### src/rtl/pe_filter_sched_db.sv
// PE-engine sequencer: ping-pong filter-bank loader plus core control and metadata
// alignment pipes between controller, filter buffer and conv core.
//
// state  | meaning
// IDLE   | no burst in flight, waiting for an empty bank and filter buffer data
// BURST  | issuing TIN consecutive filter reads into the target bank
module pe_filter_sched_db #(
  parameter int W_SIZE        = 9,
  parameter int W_CHANNEL     = 10,
  parameter int TIN           = 16,
  parameter int W_TIN         = 4,
  parameter int FILTER_BUF_AW = 12,
  parameter int IB_DELAY      = 2,
  parameter int PE_CAL_DELAY  = 11
) (
  input  logic                     clk,
  input  logic                     rstn,
  input  logic                     c_ctrl_data_run,
  input  logic                     c_ctrl_csync_run,
  input  logic [W_SIZE-1:0]        c_row,
  input  logic [W_SIZE-1:0]        c_col,
  input  logic [W_CHANNEL-1:0]     c_chn,
  input  logic [W_CHANNEL-1:0]     c_chn_out,
  input  logic [5:0]               c_loc,
  input  logic [W_CHANNEL-1:0]     q_channel,
  input  logic                     fb_req_possible,
  output logic                     o_fb_req,
  output logic [FILTER_BUF_AW-1:0] o_fb_addr,
  output logic                     o_ld_vld,
  output logic                     o_ld_bank,
  output logic [W_TIN-1:0]         o_ld_idx,
  output logic                     o_core_data_run,
  output logic                     o_core_cal_start,
  output logic [3:0]               o_core_loc,
  output logic                     o_core_bank,
  output logic                     o_pe_csync_done,
  output logic                     o_underrun,
  output logic [W_SIZE-1:0]        o_meta_row,
  output logic [W_SIZE-1:0]        o_meta_col,
  output logic [W_CHANNEL-1:0]     o_meta_chn,
  output logic [W_CHANNEL-1:0]     o_meta_chn_out,
  output logic                     o_meta_first_chn,
  output logic                     o_meta_last_chn
);

  localparam int PRE = IB_DELAY + 2;
  localparam int STG = PRE + PE_CAL_DELAY;
  localparam int MW  = 2 * W_SIZE + 2 * W_CHANNEL;

  typedef enum logic {S_IDLE, S_BURST} state_t;

  logic [PRE-1:0]   dr_q;
  logic [3:0]       cloc_q  [PRE];
  logic [1:0]       cflag_q [STG];
  logic [MW-1:0]    meta_q  [STG];

  state_t           state_q, state_d;
  logic             tgt_q, tgt_d;
  logic [W_TIN-1:0] off_q, off_d;
  logic [W_CHANNEL-1:0] idx_q, idx_d;
  logic [1:0]       full_q, full_d;
  logic             ab_q, ab_d;
  logic             urun_q, urun_d;
  logic             csync_q;
  logic             ld_vld_q, ld_bank_q;
  logic [W_TIN-1:0] ld_idx_q;

  logic swap_ev, csync_start, last_beat;

  // Metadata and core-control pipes: free-running, never stalled or flushed.
  always_ff @(posedge clk or negedge rstn) begin
    if (!rstn) begin
      dr_q <= '0;
      for (int i = 0; i < PRE; i++) cloc_q[i] <= '0;
      for (int i = 0; i < STG; i++) begin
        cflag_q[i] <= '0;
        meta_q[i]  <= '0;
      end
    end else begin
      dr_q       <= {dr_q[PRE-2:0], c_ctrl_data_run};
      cloc_q[0]  <= c_loc[3:0];
      cflag_q[0] <= c_loc[5:4];
      meta_q[0]  <= {c_row, c_col, c_chn, c_chn_out};
      for (int i = 1; i < PRE; i++) cloc_q[i] <= cloc_q[i-1];
      for (int i = 1; i < STG; i++) begin
        cflag_q[i] <= cflag_q[i-1];
        meta_q[i]  <= meta_q[i-1];
      end
    end
  end

  // Bank swap is taken two stages before cal_start so the core sees the new bank on time.
  assign swap_ev     = dr_q[PRE-3] & cloc_q[PRE-3][2];
  assign csync_start = c_ctrl_csync_run & ~csync_q;
  assign last_beat   = (state_q == S_BURST) && (off_q == W_TIN'(TIN - 1));

  always_comb begin
    state_d = state_q;
    tgt_d   = tgt_q;
    off_d   = off_q;
    idx_d   = idx_q;
    full_d  = full_q;
    ab_d    = ab_q;
    urun_d  = urun_q;
    case (state_q)
      S_IDLE: begin
        if (fb_req_possible && !(&full_q)) begin
          state_d = S_BURST;
          tgt_d   = full_q[ab_q] ? ~ab_q : ab_q;
          off_d   = '0;
        end
      end
      S_BURST: begin
        off_d = off_q + W_TIN'(1);
        if (last_beat) begin
          state_d       = S_IDLE;
          full_d[tgt_q] = 1'b1;
          idx_d = (idx_q == q_channel - W_CHANNEL'(1)) ? '0 : idx_q + W_CHANNEL'(1);
        end
      end
      default: state_d = S_IDLE;
    endcase
    // A load finishing into the standby bank this same cycle counts as ready.
    if (swap_ev) begin
      if (!full_d[~ab_q]) urun_d = 1'b1;
      full_d[ab_q] = 1'b0;
      ab_d         = ~ab_q;
    end
    if (csync_start) begin
      state_d = S_IDLE;
      tgt_d   = 1'b0;
      off_d   = '0;
      idx_d   = '0;
      full_d  = '0;
      ab_d    = 1'b0;
    end
  end

  always_ff @(posedge clk or negedge rstn) begin
    if (!rstn) begin
      state_q   <= S_IDLE;
      tgt_q     <= 1'b0;
      off_q     <= '0;
      idx_q     <= '0;
      full_q    <= '0;
      ab_q      <= 1'b0;
      urun_q    <= 1'b0;
      csync_q   <= 1'b0;
      ld_vld_q  <= 1'b0;
      ld_bank_q <= 1'b0;
      ld_idx_q  <= '0;
    end else begin
      state_q   <= state_d;
      tgt_q     <= tgt_d;
      off_q     <= off_d;
      idx_q     <= idx_d;
      full_q    <= full_d;
      ab_q      <= ab_d;
      urun_q    <= urun_d;
      csync_q   <= c_ctrl_csync_run;
      ld_vld_q  <= o_fb_req;
      ld_bank_q <= tgt_q;
      ld_idx_q  <= off_q;
    end
  end

  assign o_fb_req         = (state_q == S_BURST);
  assign o_fb_addr        = FILTER_BUF_AW'({idx_q, off_q});
  assign o_ld_vld         = ld_vld_q;
  assign o_ld_bank        = ld_bank_q;
  assign o_ld_idx         = ld_idx_q;
  assign o_core_data_run  = dr_q[IB_DELAY-1];
  assign o_core_cal_start = dr_q[PRE-1];
  assign o_core_loc       = cloc_q[PRE-1];
  assign o_core_bank      = ab_q;
  assign o_pe_csync_done  = full_q[ab_q] & c_ctrl_csync_run;
  assign o_underrun       = urun_q;
  assign {o_meta_row, o_meta_col, o_meta_chn, o_meta_chn_out} = meta_q[STG-1];
  assign o_meta_last_chn  = cflag_q[STG-1][1];
  assign o_meta_first_chn = cflag_q[STG-1][0];

endmodule
### config.mk
export PLATFORM = sky130hd
export DESIGN_NAME = pe_filter_sched_db
export DESIGN_NICKNAME = d
export VERILOG_FILES = /design/src/rtl/pe_filter_sched_db.sv
export SDC_FILE = /design/constraint.sdc
export NUM_CORES = 1
export LEC_CHECK = 0
export BUFFER_PORTS_ARGS = -buffer_cell sky130_fd_sc_hd__buf_4
export CAP_MARGIN = 15
export CORE_MARGIN = 5
export CORE_UTILIZATION = 38
export CTS_BUF_LIST = sky130_fd_sc_hd__clkbuf_8
export DETAILED_ROUTE_END_ITERATION = 7
export HOLD_SLACK_MARGIN = 0.02
export PLACE_DENSITY = 0.6
export RECOVER_POWER = 100
export SETUP_SLACK_MARGIN = 0.4
export SLEW_MARGIN = 40
export SYNTH_ARGS = -nofsm -noshare
export SYNTH_HDL_FRONTEND = slang
export SYNTH_SLANG_ARGS = --single-unit
### constraint.sdc
create_clock -name clk -period 2.52 [get_ports clk]
set_input_delay 0 -clock clk [delete_from_list [all_inputs] [get_ports clk]]
set_output_delay 0 -clock clk [all_outputs]
set_load 0.1 [all_outputs]
==> results of run 1 <==
-- through the flow --
stage	std cells	cell area [sq um]	hold WS [ns]
floorplan	832	17400	-0.296
global placement	1516	18900	0.0652
detailed placement	1516	18900	0.0791
CTS	1785	21900	0.0380
global route	1788	21600	0.192
finish	1788	21600	0.201
-- worst max-delay path by stage --
| stage | cells after the start | to | slack, ns |
|---|---|---|---|
| 3_5_place_dp | 6 | idx_q[5]$_DFFE_PN0P_ | 0.23 |
| 5_1_grt | 7 | idx_q[5]$_DFFE_PN0P_ | 0.18 |
| 6_report | 7 | idx_q[5]$_DFFE_PN0P_ | 0.31 |
| 2_1_floorplan | 3 | o_pe_csync_done | 0.38 |
| 4_1_cts | 7 | idx_q[9]$_DFFE_PN0P_ | 0.41 |
| 3_3_place_gp | 7 | idx_q[9]$_DFFE_PN0P_ | 0.31 |
-- repair_timing --
item / in CTS / in global routing
setup buffers: 3 / 1
hold buffers: 100 / 0
hold endpoints to repair: 664 / 0
setup endpoints to repair: 8 / 8
gates resized for setup: 1 / 5
pin swaps: 2 / 2
-- tightest hold or removal path, cell delays in order --
cell     delay [ns]
buf_4          0.12
inv_1          0.06
nor4_1         0.25
nor2_1         0.16
o21ai_1        0.14
a21oi_1        0.07
-- metal layers --
layer | vias up | wire [microns] | GRT usage
met2 | 172 | 10200 | 0.128
li1 | 3202 | - | -
met5 | - | 0 | 0
met4 | 0 | 766 | 0.0599
met1 | 3464 | 9270 | 0.124
met3 | 56 | 1240 | 0.0299
-- cells in the mapped netlist (all sizes together) --
| library cell | count | area (sq um) |
|---|---|---|
| o21ai | 10 | 50.0 |
| o211ai | 2 | 20.0 |
| or3 | 1 | 11.3 |
| nor4 | 2 | 12.5 |
| buf | 50 | 375 |
| clkbuf | 4 | 15.0 |
| inv | 4 | 15.0 |
| nand2 | 15 | 56.3 |
| and3 | 5 | 31.3 |
| nor3 | 3 | 15.0 |
| or4 | 2 | 18.8 |
| a311oi | 1 | 8.76 |
| a221o | 1 | 10.0 |
| o21bai | 1 | 7.51 |
| or2 | 1 | 6.26 |
| o211a | 1 | 10.0 |
| mux2i | 3 | 30.0 |
| dfrtp | 647 | 16200 |
| a21oi | 6 | 30.0 |
| and4 | 1 | 8.76 |
| a2111oi | 1 | 27.5 |
| a22oi | 1 | 7.51 |
| xor2 | 11 | 96.3 |
| nand3 | 11 | 55.1 |
| xnor2 | 6 | 52.6 |
| nand4b | 1 | 8.76 |
| and2 | 1 | 6.26 |
| nand4 | 5 | 31.3 |
| o2111ai | 1 | 8.76 |
| o311ai | 1 | 8.76 |
| nor2 | 17 | 63.8 |
| o31ai | 3 | 36.3 |
| ha | 3 | 37.5 |
| nor2b | 4 | 25.0 |
| nand2b | 4 | 25.0 |
| nor3b | 2 | 15.0 |
-- cells in the final DEF, fill, tap and decap left out, types with 4 or more instances in the layout --
cell type	n
a21oi_1	6
and3_1	5
buf_12	4
buf_4	17
clkbuf_1	69
clkbuf_4	47
clkbuf_8	114
clkinv_2	5
dfrtp_1	644
dlygate4sd3_1	100
inv_1	39
nand2_1	15
nand2b_1	4
nand3_1	11
nand4_1	5
nor2_1	14
o21ai_0	9
xnor2_1	6
xor2_1	11
-- registers in the layout, summed over array words and instances (netlist names), 9 cells and up --
| signal | count |
|---|---|
| cflag_q | 28 |
| idx_q | 10 |
| meta_q | 532 |
| o_meta_chn_out | 10 |
| o_meta_row | 9 |
| o_meta_chn | 10 |
| cloc_q | 12 |
| o_meta_col | 9 |
-- layout make-up --
cell class	count	area share
repair buffers	243	0.0868
inverters	4	0.000696
multi-input cells	127	0.0386
diodes	1	0.000116
flip-flops and latches	647	0.750
clock inverters	52	0.0159
clock buffers	114	0.0727
well taps	600	0.0348
-- cell families after synthesis --
kind of cell | count (synthesis) | synth area share
adders and majority gates | 3 | 0.00215
AOI/OAI and AO/OA | 29 | 0.0129
buffers and inverters | 58 | 0.0233
muxes | 3 | 0.00172
DFF | 647 | 0.929
and+or+nand+nor | 75 | 0.0224
xor gates and xnor gates | 17 | 0.00854
-- power groups by stage --
| stage | Clock, mW | Combinational [mW] | Sequential [mW] |
|---|---|---|---|
| after floorplan | 0 | 0.387 | 11.4 |
| after global placement | 0 | 0.970 | 11.3 |
| after detailed placement | 0 | 0.988 | 11.3 |
| after CTS | 8.38 | 1.11 | 11.1 |
| after global routing | 8.88 | 1.11 | 11.1 |
| final | 8.00 | 1.03 | 11.1 |
==> metrics.txt, run 1 <==
RR Startpoint=idx_q[5]$_DFFE_PN0P_; Worst Hold Depth=6; Worst path max stage delay=0.46 ns; capturing point of the worst reg2reg path=idx_q[5]$_DFFE_PN0P_; fin util=0.476; Max Cap Violations=0; grt ovf=0; Die Wd=224 microns; timing-limited maximum frequency=452 MHz; global placer's final weighted congestion=0.713; CP Launch Point=idx_q[5]$_DFFE_PN0P_; Layout Nets=1181; sequential share of power=0.551; largest net degree at the start of global routing=93; # fillers=3771; crit share post-route=0.878; die area=0.0502 sq mm; WP buf/inv=1; Worst Reg-to-Reg Cells=7; status=complete, no violations; Final Max Slew Viols=0; CP max FO=5; IO buf count=126; Tot Pwr=20.1 mW; clk_lat worst skew=0.63 ns; Gate power share=0.051; routed via count=6894; Hold Crit Class=in -> reg; unrepaired setup endpoints after global routing=yes; Max clock buf depth=3; Final WS setup=0.307 ns; Top delay family on crit path=compound AO/OA/AOI/OAI gates; sw frac=0.225; post-synth cell types=40; Setup Skew=0.0287 ns; layout cells sized above 1=0.182; clock network power share=0.398; drt total wl=21500 microns; # rows=78; P&R area growth vs syn=23.8%; Leak=9.86 nW; Iter 0 DRT Violations=265; Detailed Place HPWL=11600 microns; Fin Setup TNS=0 ns; number of global-route vias before repair=7729; Worst R2R Setup Slack=0.31 ns; Reg area=0.0162 sq mm; DRC=0; Worst-path clk slew=0.06 ns; Mapped Nets=894; CP cell instances=xnor2_1 -> or4_1 -> a2111oi_4 -> o211ai_1 -> o31ai_4 -> buf_6 -> nor2_1; worst slew pin tran=1.28 ns; initial core utilization=0.384; CTS H-tree lvls=3; Syn Inst Count=832; CP Class=reg -> reg; CP Capture Type=flop; Worst Path Required=3.03 ns; first-pass GRT wire length=37800 microns; Overall Global Routing Usage=0.0916; Seq cells post-synth=647; cts bufs inserted=96; Multi-input gate area=833 sq um; final worst path period need=2.21 ns; # IOs=127; P_int=15.6 mW; Avg Inst Size Synth=20.9 sq um; DR pass1 iterations=4; NetSw=4.52 mW; area of the mapped netlist=0.0174 sq mm; root buf cell=clkbuf_8; Worst Hold Launch=q_channel[6]; drt wl/cell=12.0 microns; warnings from Yosys=0; Vias per Instance=3.86; Clock Sinks=647; Slowest-stage cell, CP=or4_1; Detail Route Antenna Nets=0; Core ar.=0.0454 sq mm; initial antenna violation count=1; worst hold endpoint=idx_q[0]$_DFFE_PN0P_; Seq/Total Area, Yosys=0.929; arrival time at the worst endpoint=2.72 ns; Die H=224 microns; nature of the critical path startpoint=flop; Cell Pwr Density=932 mW/mm^2; normalized max-slew margin=0.151; TritonCTS clock tree=yes; final hold vios=0; DP Worst Slack=0.233 ns; endpoints failing setup=0; worst vdd ir=0.000393 V
Power figures use the tool's default switching activity.
==> run 2: changes to the inputs <==
--- a/config.mk
+++ b/config.mk
@@ -7,7 +7,7 @@
 export LEC_CHECK = 0
 export BUFFER_PORTS_ARGS = -buffer_cell sky130_fd_sc_hd__buf_4
 export CAP_MARGIN = 15
-export CORE_MARGIN = 5
+export CORE_MARGIN = 4
 export CORE_UTILIZATION = 38
 export CTS_BUF_LIST = sky130_fd_sc_hd__clkbuf_8
 export DETAILED_ROUTE_END_ITERATION = 7
==> run 2 against run 1 <==
Worst setup slack gained 0.015 ns; sequential power barely moved; largest cell class unchanged; clock power is 8.6% higher; global-route usage up 0.058 points; via count down 0.15%; largest power group unchanged; cell area grew 0.89%; highest routed layer unchanged; critical path type unchanged; first-iteration DRC count grew 63%; critical path depth stayed put; flip-flop and latch count is the same; hold slack better by 0.037 ns; fmax increased by 0.70%.
==> metrics.txt, run 2 (synthesized netlist as in run 1, its figures left out) <==
status=complete, no violations; global placer's final weighted congestion=0.717; cts bufs inserted=96; initial antenna violation count=1; most frequent cells in the layout=645 x dfrtp_1, 131 x clkbuf_8, 96 x dlygate4sd3_1; Overall Global Routing Usage=0.0922; IO buf count=126; number of global-route vias before repair=7835; Setup Skew=0.0164 ns; Max Cap Violations=0; most common cell after layout, fill and taps aside=dfrtp_1; Worst-path clk slew=0.06 ns; Detail Route Antenna Nets=0; Clock Sinks=647; endpoints failing setup=0; DR pass1 iterations=4; Core ar.=0.0454 sq mm; Vias per Instance=3.84; grt ovf=0; nature of the critical path startpoint=flop; Worst Path Required=3.03 ns; largest net degree at the start of global routing=83; CP Class=reg -> reg; timing-limited maximum frequency=455 MHz; crit share post-route=0.872; Layout Nets=1179; Tot Pwr=20.8 mW; first-pass GRT wire length=37700 microns; final hold vios=0; Leak=9.94 nW; CP max FO=8; TritonCTS clock tree=yes; Top Registers=meta_q x532, cflag_q x28, cloc_q x12; P&R area growth vs syn=24.9%; final worst path period need=2.20 ns; most flop-heavy register=meta_q; worst vdd ir=0.000381 V; Worst path max stage delay=0.47 ns; die area=0.0494 sq mm; drt wl/cell=11.8 microns; Die H=222 microns; WP buf/inv=1; CTS H-tree lvls=3; unrepaired setup endpoints after global routing=yes; Cell Pwr Density=955 mW/mm^2; CP cell instances=xnor2_1 -> or4_1 -> a2111oi_4 -> o211ai_1 -> o31ai_4 -> buf_6 -> nor2_1; # IOs=127; Iter 0 DRT Violations=432; Detailed Place HPWL=12000 microns; layout cells sized above 1=0.196; Largest register FFs=532; normalized max-slew margin=0.150; drt total wl=21100 microns; Fin Setup TNS=0 ns; clk_lat worst skew=0.63 ns; Top delay family on crit path=compound AO/OA/AOI/OAI gates; Final Max Slew Viols=0; DRC=0; root buf cell=clkbuf_8; routed via count=6884; arrival time at the worst endpoint=2.71 ns; Die Wd=222 microns; Slowest-stage cell, CP=or4_1; # rows=78; CP Capture Type=flop; Max clock buf depth=3; initial core utilization=0.384; worst slew pin tran=1.28 ns; Hold Crit Class=in -> reg
[run 2: cell count changes in the layout (fill, tap and decap cells not counted), sizes merged]
cell         previous run  this run
bufinv                  3         4
dlygate4sd3           100        96
clkbuf                233       256
clkinvlp                3         2
buf                    24        20
inv                    42        31
clkinv                  8        10
[run 2: layout make-up]
| class | instances | area (sq um) |
|---|---|---|
| Clock inverter | 43 | 328 |
| Antenna cell | 1 | 2.50 |
| Multi-Input combinational cell | 127 | 826 |
| Clock buffer | 131 | 1800 |
| Timing Repair Buffer | 241 | 1860 |
| Inverter | 4 | 15.0 |
| Sequential cell | 647 | 16200 |
| Tap cell | 600 | 751 |
| Fill cell | 3815 | 23600 |
[run 2: per-layer routing]
layer	GRT usage	vias to the layer above	share of wire
li1	-	3203	-
met1	0.116	3456	0.42
met2	0.139	171	0.48
met3	0.0293	54	0.059
met4	0.0572	0	0.034
met5	0	-	0
[run 2: worst paths after layout]
path,depth (start not counted),endpoint,start,slack (ns)
worst max-delay path,7,idx_q[6]$_DFFE_PN0P_,idx_q[5]$_DFFE_PN0P_,0.32
worst min-delay path,7,idx_q[1]$_DFFE_PN0P_,q_channel[3],0.24
worst max register to register,7,idx_q[6]$_DFFE_PN0P_,idx_q[5]$_DFFE_PN0P_,0.32
worst min register to register,0,cflag_q[15]$_DFF_PN0_,cflag_q[17]$_DFF_PN0_,0.33
max in group asynchronous,4,off_q[1]$_DFFE_PN0P_,rstn,0.54
min in group asynchronous,3,meta_q[568]$_DFF_PN0_,rstn,0.73
[run 2: what timing repair did]
action	CTS	global route
gates resized for setup	2	0
setup buffers	2	0
pin swaps	3	0
endpoints found under the hold margin	704	0
endpoints found under the setup margin	8	8
hold buffers	96	0
[run 2: worst reg2reg max path, delay by kind of cell, from the launching register on]
kind | cells | cell delay [ns]
compound gates | 3 | 0.86
xor+xnor | 1 | 0.13
buf+inv | 1 | 0.16
simple gates | 2 | 0.52
flops | 1 | 0.41
[run 2: through the flow]
| step | hold WS (ns) | worst slack, ns | cells | area, sq um | utilization |
|---|---|---|---|---|---|
| after CTS | 0.0302 | 0.445 | 1793 | 22100 | 0.487 |
| after floorplan | -0.296 | 0.376 | 832 | 17400 | - |
| final | 0.238 | 0.323 | 1794 | 21800 | 0.480 |
| after global placement | 0.0595 | 0.314 | 1521 | 19000 | 0.418 |
| after detailed placement | 0.0655 | 0.173 | 1521 | 19000 | 0.418 |
| after global routing | 0.246 | 0.182 | 1794 | 21800 | 0.480 |
[run 2: power by group]
part / internal [mW] / leakage, nW / switching, mW
clock network: 5.07 / 1.19 / 3.63
registers: 10.9 / 7.58 / 0.155
logic: 0.237 / 1.18 / 0.790
total: 16.2 / 9.94 / 4.57
==> run 3: changes to the inputs <==
==> constraint.sdc (replaced) <==
create_clock -name clk -period 2.5 [get_ports clk]
set_input_delay 0 -clock clk [delete_from_list [all_inputs] [get_ports clk]]
set_output_delay 0 -clock clk [all_outputs]
set_load 0.1 [all_outputs]
==> run 3 against run 2 <==
Highest routed layer unchanged; clock power rose by 0.6%; fmax rose by 1.3%; combinational power barely moved; register-to-register slack barely moved; final cell count rose by 0.56%; largest power group unchanged; worst setup slack improved by 0.0072 ns.
==> metrics.txt, run 3 (synthesized netlist as in run 1, its figures left out) <==
status=complete, no violations; CP Capture Type=flop; Clock Sinks=647; CP max FO=8; TritonCTS clock tree=yes; worst hold endpoint=idx_q[0]$_DFFE_PN0P_; Worst Reg-to-Reg Cells=7; number of global-route vias before repair=7718; first-pass GRT wire length=37500 microns; endpoints failing setup=0; Max Cap Violations=0; CP Class=reg -> reg; timing-limited maximum frequency=461 MHz; clock network power share=0.417; global placer's final weighted congestion=0.715; final worst path period need=2.17 ns; P&R area growth vs syn=25.3%; drt wl/cell=11.8 microns; Leak=9.98 nW; Fin Setup TNS=0 ns; initial antenna violation count=1; Crit. path cell count=7; Vias per Instance=3.84; # fillers=3762; worst slew pin tran=1.26 ns; most frequent cells in the layout=643 x dfrtp_1, 125 x clkbuf_8, 99 x dlygate4sd3_1; Cell Pwr Density=960 mW/mm^2; unrepaired setup endpoints after global routing=yes; worst hold margin=0.236 ns; layout cells sized above 1=0.197; Worst-path clk slew=0.06 ns; Gate power share=0.050; WP buf/inv=1; Final Max Slew Viols=0; # IOs=127; initial core utilization=0.384; DR pass1 iterations=4; RR Startpoint=idx_q[5]$_DFFE_PN0P_; Top Registers=meta_q x532, cflag_q x28, cloc_q x12; IO buf count=126; CP cell instances=xnor2_1 -> or4_1 -> a2111oi_4 -> o211ai_1 -> o31ai_4 -> buf_6 -> nor2_1; routed via count=6922; Worst Hold Launch=q_channel[6]; drt total wl=21400 microns; crit share post-route=0.868; Hold Crit Class=in -> reg; CTS H-tree lvls=3; largest net degree at the start of global routing=96; cts bufs inserted=96; Top delay family on crit path=compound AO/OA/AOI/OAI gates; sequential share of power=0.533; NetSw=4.65 mW; grt ovf=0; # rows=78; worst vdd ir=0.000496 V; Setup Skew=0.0196 ns; normalized max-slew margin=0.161; Worst path max stage delay=0.46 ns; P_int=16.3 mW; Overall Global Routing Usage=0.0921; Largest register FFs=532; Iter 0 DRT Violations=313; Die Wd=222 microns; arrival time at the worst endpoint=2.69 ns; clk_lat worst skew=0.64 ns; Worst Hold Depth=6; final hold vios=0; Core ar.=0.0454 sq mm; Max clock buf depth=3; Worst Path Required=3.02 ns; Die H=222 microns; Detailed Place HPWL=11900 microns; nature of the critical path startpoint=flop; capturing point of the worst reg2reg path=idx_q[6]$_DFFE_PN0P_; most common cell after layout, fill and taps aside=dfrtp_1; Worst R2R Setup Slack=0.33 ns; root buf cell=clkbuf_8; most flop-heavy register=meta_q; sw frac=0.222; die area=0.0494 sq mm; Detail Route Antenna Nets=0; DRC=0; Slowest-stage cell, CP=or4_1; Layout Nets=1184
run 3: cell count changes in the layout (fill, tap and decap cells not counted), moves of 2 or more:
| cell | change |
|---|---|
| dfrtp_2 | +2 |
| dlygate4sd3_1 | +3 |
| inv_1 | +6 |
| clkbuf_2 | -2 |
| clkbuf_8 | -6 |
| buf_4 | +4 |
| dfrtp_1 | -2 |
run 3: through the flow:
stage | std cells | area, sq um | power (mW) | util | setup slack [ns]
floorplan | 832 | 17400 | 11.9 | - | 0.356
global placement | 1521 | 19000 | 12.3 | 0.418 | 0.286
detailed placement | 1521 | 19000 | 12.4 | 0.418 | 0.201
CTS | 1801 | 22100 | 21.4 | 0.487 | 0.404
global route | 1804 | 21800 | 22.0 | 0.481 | 0.160
finish | 1804 | 21800 | 21.0 | 0.481 | 0.330
run 3: timing repair:
action | CTS | global route
resized for setup | 2 | 0
hold buffers | 99 | 0
setup buffers | 2 | 1
endpoints found under the hold margin | 666 | 0
endpoints found under the setup margin | 8 | 8
pin swaps | 1 | 2
run 3: how the worst max path moves through the flow:
| stage | from | to | slack (ns) |
|---|---|---|---|
| 5_1_grt | rstn | meta_q[114]$_DFF_PN0_ | 0.16 |
| 4_1_cts | idx_q[5]$_DFFE_PN0P_ | idx_q[6]$_DFFE_PN0P_ | 0.40 |
| 2_1_floorplan | o_core_bank$_DFFE_PN0P_ | o_pe_csync_done | 0.36 |
| 6_report | idx_q[5]$_DFFE_PN0P_ | idx_q[6]$_DFFE_PN0P_ | 0.33 |
| 3_3_place_gp | q_channel[2] | idx_q[9]$_DFFE_PN0P_ | 0.29 |
| 3_5_place_dp | idx_q[5]$_DFFE_PN0P_ | idx_q[7]$_DFFE_PN0P_ | 0.20 |
run 3: layout make-up:
cell class                 count  area [sq um]  share of cell area
multi-input combinational    127           826              0.0378
sequential                   647         16200               0.742
clock buffer                 125          1720              0.0788
tap                          600           751              0.0344
clock inverter                54           405              0.0186
inverter                       4          15.0            0.000688
timing repair buffer         246          1910              0.0877
antenna                        1          2.50            0.000115
run 3: power groups by stage:
stage | sequential (mW) | clock (mW) | combinational (mW)
3_5_place_dp | 11.4 | 0 | 1.00
5_1_grt | 11.2 | 9.62 | 1.13
4_1_cts | 11.2 | 9.12 | 1.12
3_3_place_gp | 11.3 | 0 | 0.982
2_1_floorplan | 11.5 | 0 | 0.390
6_report | 11.2 | 8.74 | 1.04
run 3: worst min-delay path, delay by kind of cell:
family,cells,cell delay [ns]
compound gates,2,0.22
buf+inv,2,0.21
simple gates,2,0.40
run 3: routing by layer:
layer | vias up | global-route usage | share of wire
li1 | 3216 | - | -
met1 | 3456 | 0.118 | 0.43
met3 | 58 | 0.0306 | 0.059
met5 | - | 0 | 0
met2 | 192 | 0.136 | 0.48
met4 | 0 | 0.0588 | 0.038
